$ cat config.mk
export PLATFORM = sky130hd
export DESIGN_NAME = md_result_queue
export DESIGN_NICKNAME = d
export VERILOG_FILES = /design/src/rtl/md_result_queue.sv
export SDC_FILE = /design/constraint.sdc
export NUM_CORES = 1
export LEC_CHECK = 0
export ABC_CLOCK_PERIOD_IN_PS = 5400
export CAP_MARGIN = 0
export CORE_MARGIN = 10
export CORE_UTILIZATION = 24
export DETAILED_ROUTE_END_ITERATION = 6
export SLEW_MARGIN = 20
export SYNTH_ARGS = -nofsm -noshare
export SYNTH_HDL_FRONTEND = slang
export SYNTH_SLANG_ARGS = --single-unit
$ cat constraint.sdc
create_clock -name i_clk -period 5.4 [get_ports i_clk]
set_clock_uncertainty 0.1 [all_clocks]
set_input_delay 1.08 -clock i_clk [delete_from_list [all_inputs] [get_ports i_clk]]
set_output_delay 1.08 -clock i_clk [all_outputs]
set_load 0.01 [all_outputs]
$ cat src/rtl/md_result_queue.sv
// In-order result buffer between the mul/div unit and the common data bus.
// Holds completed results, requests the CDB, and broadcasts the head entry on grant.
module md_result_queue #(
    parameter int DEPTH = 4
) (
    input  logic                       i_clk,
    input  logic                       i_rst_n,
    input  logic                       i_valid,
    input  logic signed [31:0]         i_result,
    input  logic [5:0]                 i_rrn,
    input  logic [4:0]                 i_arn,
    output logic                       o_ready,
    input  logic                       i_flush,
    output logic                       o_get_bus,
    input  logic                       i_bus_granted,
    output logic                       o_cdb_valid,
    output logic signed [31:0]         o_cdb_result,
    output logic [5:0]                 o_cdb_rrn,
    output logic [4:0]                 o_cdb_arn,
    output logic [$clog2(DEPTH):0]     o_count,
    output logic                       o_full,
    output logic                       o_empty
);

    localparam int PTR_W = $clog2(DEPTH);
    localparam int CNT_W = PTR_W + 1;
    localparam logic [CNT_W-1:0] DEPTH_C = CNT_W'(DEPTH);

    // Entry storage carries no reset; only pointers and count define validity.
    logic signed [31:0] mem_result [DEPTH];
    logic [5:0]         mem_rrn    [DEPTH];
    logic [4:0]         mem_arn    [DEPTH];

    logic [PTR_W-1:0] wr_ptr;
    logic [PTR_W-1:0] rd_ptr;
    logic [CNT_W-1:0] count;

    logic full;
    logic empty;
    logic get_bus;
    logic push;
    logic pop;

    assign full    = (count == DEPTH_C);
    assign empty   = (count == '0);
    assign get_bus = !empty && !i_flush;
    assign pop     = get_bus && i_bus_granted;
    // Acceptance is gated on the registered count, so a same-cycle pop never frees a slot.
    assign push    = i_valid && !full && !i_flush;

    assign o_ready     = !full;
    assign o_full      = full;
    assign o_empty     = empty;
    assign o_count     = count;
    assign o_get_bus   = get_bus;
    assign o_cdb_valid = pop;

    always_comb begin
        o_cdb_result = '0;
        o_cdb_rrn    = '0;
        o_cdb_arn    = '0;
        if (pop) begin
            o_cdb_result = mem_result[rd_ptr];
            o_cdb_rrn    = mem_rrn[rd_ptr];
            o_cdb_arn    = mem_arn[rd_ptr];
        end
    end

    // Control state: pointers and occupancy
    always_ff @(posedge i_clk or negedge i_rst_n) begin
        if (!i_rst_n) begin
            wr_ptr <= '0;
            rd_ptr <= '0;
            count  <= '0;
        end else if (i_flush) begin
            wr_ptr <= '0;
            rd_ptr <= '0;
            count  <= '0;
        end else begin
            if (push) begin
                wr_ptr <= wr_ptr + PTR_W'(1);
            end
            if (pop) begin
                rd_ptr <= rd_ptr + PTR_W'(1);
            end
            count <= count + CNT_W'(push) - CNT_W'(pop);
        end
    end

    // Data path: entry write at the write pointer
    always_ff @(posedge i_clk) begin
        if (push) begin
            mem_result[wr_ptr] <= i_result;
            mem_rrn[wr_ptr]    <= i_rrn;
            mem_arn[wr_ptr]    <= i_arn;
        end
    end

endmodule

==> implementation parameters <==
Parameter                              Value

Place
  RePlAce Congestion ... 0.673
  Total of buffers placed on input and output ports ... 98
  Instance area at placement ... 8700 sq um
  Cell count after placement ... 803
  Pre-CTS setup slack ... 715 ps
  Sum of net half-perimeters after detailed placement ... 9900 microns

Synthesis
  Netlist cell types ... 25
  Number of warnings reported in the yosys synthesis log ... 0
  Net Count, Synth ... 379
  Synth Instances ... 324
  Seq/Total Area, Yosys ... 73.0%
  Post-Syn Area per Cell ... 22.6 sq um
  Netlist Area Pre-Place ... 7310 sq um
  Number of flip-flops and latches in the synthesized netlist ... 179

Setup path
  Depth of the worst register-to-register path ... 11
  Crit path required time ... 4220 ps
  Crit-path slowest cell ... sky130_fd_sc_hd__clkdlybuf4s50_1
  Critical path arrival ... 3450 ps
  Reg2Reg Launch Point ... o_count[1]
  Endpoint type of the worst setup path ... output pin
  FF-to-FF setup slack ... 2220 ps
  Cell breakdown of the critical path ... clkdlybuf4s50_1 -> or2_4 -> buf_4 -> nor2b_1 -> clkdlybuf4s50_1
  Top Family by Delay on Critical Path ... buffers and inverters
  Capturing point of the worst reg2reg path ... o_count[2]
  Worst stage delay on the critical path ... 680 ps
  Crit Path Class ... in2out
  Startpoint type of the worst setup path ... input port
  Critical path fanouts, max ... 23
  Critical path buffer and inverter count ... 3
  Critical Path Most Common Cell ... sky130_fd_sc_hd__clkdlybuf4s50_1

Outcome
  Outcome ... completed

Floorplan
  Site Rows ... 63
  Total Die Area ... 37800 sq um
  Core area ... 29900 sq um
  Starting density of the core ... 24.5%
  I/O pins ... 99
  Chip Height ... 195 microns
  Die width ... 195 microns

Routing
  Total number of vias ... 3390
  Met1 wire length ... 7160 microns
  Detailed-routed wire length on met3 ... 763 microns
  Residual DRC count ... 0
  Total routed wirelength ... 16200 microns
  Via density per instance ... 4.06
  Detail Route Antenna Nets ... 0
  WL per Instance ... 19.4 microns
  Number of detailed-routing iterations run before antenna repair ... 4
  Drt initial violations ... 124
  Top routing layer in use ... met4
  Met2 wirelength from detailed routing ... 8100 microns

Finish
  Count of placed standard cells in the final layout, fillers left out ... 836
  Antenna cell count ... 0
  Fraction of layout cells with a size suffix above 1 ... 28.7%
  Net count, final ... 488
  Most common library cell in the layout ignoring fill and taps ... sky130_fd_sc_hd__edfxtp_1
  Commonest non-fill, non-tap cells in the layout ... sky130_fd_sc_hd__edfxtp_1 (172), sky130_fd_sc_hd__clkdlybuf4s50_1 (98), sky130_fd_sc_hd__mux4_2 (43)
  Layout overhead on the synthesized area ... 27.4%
  Final non-filler cell area ... 9320 sq um

STA
  Max Transition Viols Final ... 0
  Final Hold Violating Endpoints ... 0
  Hold Slack ... 504 ps
  Setup_tns ... 0 ps
  Worst Setup Slack, final ... 766 ps
  Transition at the pin with the smallest max-transition slack ... 945 ps
  Clock period minus worst slack ... 4630 ps
  RSZ-0062 raised after global routing ... false
  Peak Freq ... 0.216 GHz
  Max_slew headroom ... 37.0%
  Portion of the clock cycle consumed by the worst path in the final layout ... 85.8%
  # setup viols final ... 0

Power and ir drop
  Worst ir drop on vdd ... 0.000315 V
  Lkg Pwr ... 0.00296 uW
  Pwr/cell area ... 408 nW/um^2

GRT
  Wire length of the first global-routing pass ... 24800 microns
  All-layer global routing usage ... 8.72%
  Overflow left after global routing ... 0
  Vias in the first global route ... 3938
  Maximum number of pins on one net before global-route repair ... 46
  Antenna violations before repair ... 0

Min path
  Hold Path Class ... reg2reg
  Worst-case hold path end point ... wr_ptr[1]
  Instance count along the most critical hold path ... 2
  Startpoint of the lowest-slack hold path ... wr_ptr[1]

Clocking
  Clock sink count ... 179
  Clock buffer depth ... 2
  H-tree depth ... 4
  TritonCTS clock tree ... done
  Clock transition time at the flip-flop clock pins of the worst setup and hold paths ... 70 ps
  Post-CTS setup buffer count ... 0
  Clock insertion delay at the later pin of the skew report ... 420 ps
  Cts-stage hold buffer count ... 0
  Post_cts resized ... 0
  Clock root buffer master ... sky130_fd_sc_hd__clkbuf_16
  Clock buffers created by TritonCTS ... 17

Run
  Max cap viols ... 0
==> worst max path at each step <==
stage                             start           end  slack, ps  depth (start not counted)
after floorplan           i_bus_granted    o_count[2]       2210                         13
after global placement          i_flush  o_cdb_rrn[5]        740                          5
after detailed placement        i_flush  o_cdb_rrn[5]        720                          5
after CTS                       i_flush  o_cdb_rrn[5]        710                          5
after global routing            i_flush  o_cdb_rrn[5]        620                          5
final                           i_flush  o_cdb_rrn[5]        770                          5
==> cells by family after synthesis <==
| kind of cell | Yosys count | share of synthesized area [%] |
|---|---|---|
| AOI/OAI and AO/OA | 4 | 0.428 |
| muxes | 44 | 13.4 |
| DFF | 179 | 73.0 |
| buffers and inverters | 24 | 2.34 |
| xor gates and xnor gates | 3 | 0.359 |
| and+or+nand+nor | 63 | 9.15 |
| adders and majority gates | 7 | 1.30 |
==> power breakdown <==
part           switching [uW]  internal [uW]
combinational             347            516
clock                     549            690
sequential               88.4           1610
==> worst reg2reg max path: stages (launching register included) <==
cell	delay, ps
sky130_fd_sc_hd__dfrtp_1	490
sky130_fd_sc_hd__o31ai_2	310
sky130_fd_sc_hd__or2_4	590
sky130_fd_sc_hd__inv_1	180
sky130_fd_sc_hd__ha_1	330
sky130_fd_sc_hd__inv_1	60
sky130_fd_sc_hd__ha_1	140
sky130_fd_sc_hd__inv_1	50
sky130_fd_sc_hd__fa_1	380
sky130_fd_sc_hd__xor2_1	170
sky130_fd_sc_hd__and2_1	180
sky130_fd_sc_hd__nor3_1	120
==> cell type report <==
class                           count  area, sq um
Multi-Input combinational cell    121         1810
Sequential cell                   179         5350
Tap cell                          390          488
Fill cell                        2850        20600
Clock buffer                       19          433
Inverter                            8         30.0
Clock inverter                     13          149
Timing Repair Buffer              106         1060
==> synthesized netlist by cell type, drive strengths merged <==
cell type | n | area, sq um
a21oi | 1 | 5.00
and2 | 5 | 31.3
buf | 15 | 138
clkbuf | 1 | 3.75
dfrtp | 7 | 175
edfxtp | 172 | 5160
fa | 1 | 20.0
ha | 6 | 75.1
inv | 8 | 30.0
mux2i | 1 | 10.0
mux4 | 43 | 968
nand2b | 2 | 12.5
nor2 | 6 | 22.5
nor2b | 44 | 563
nor3 | 3 | 15.0
nor3b | 1 | 12.5
o21ai | 1 | 5.00
o311ai | 1 | 8.76
o31ai | 1 | 12.5
or2 | 1 | 6.26
or3 | 1 | 6.26
xor2 | 3 | 26.3
==> flip-flops by register name (all words and copies together) (netlist names) <==
register	flops
mem_arn	20
mem_result	128
mem_rrn	24
o_count	3
rd_ptr	2
wr_ptr	2
==> per-stage QoR <==
stage	total power [uW]	utilization [%]
global placement	2570	29.1
CTS	3860	31.1
global route	3990	31.2
floorplan	2310	-
finish	3800	31.2
detailed placement	2600	29.1
==> layer usage <==
layer,vias up,track usage [%]
met1,1805,10.6
met3,12,2.60
met5,-,0
met2,72,14.4
li1,1501,-
met4,0,2.81
Note: power is estimated with default switching activity, not from simulation.
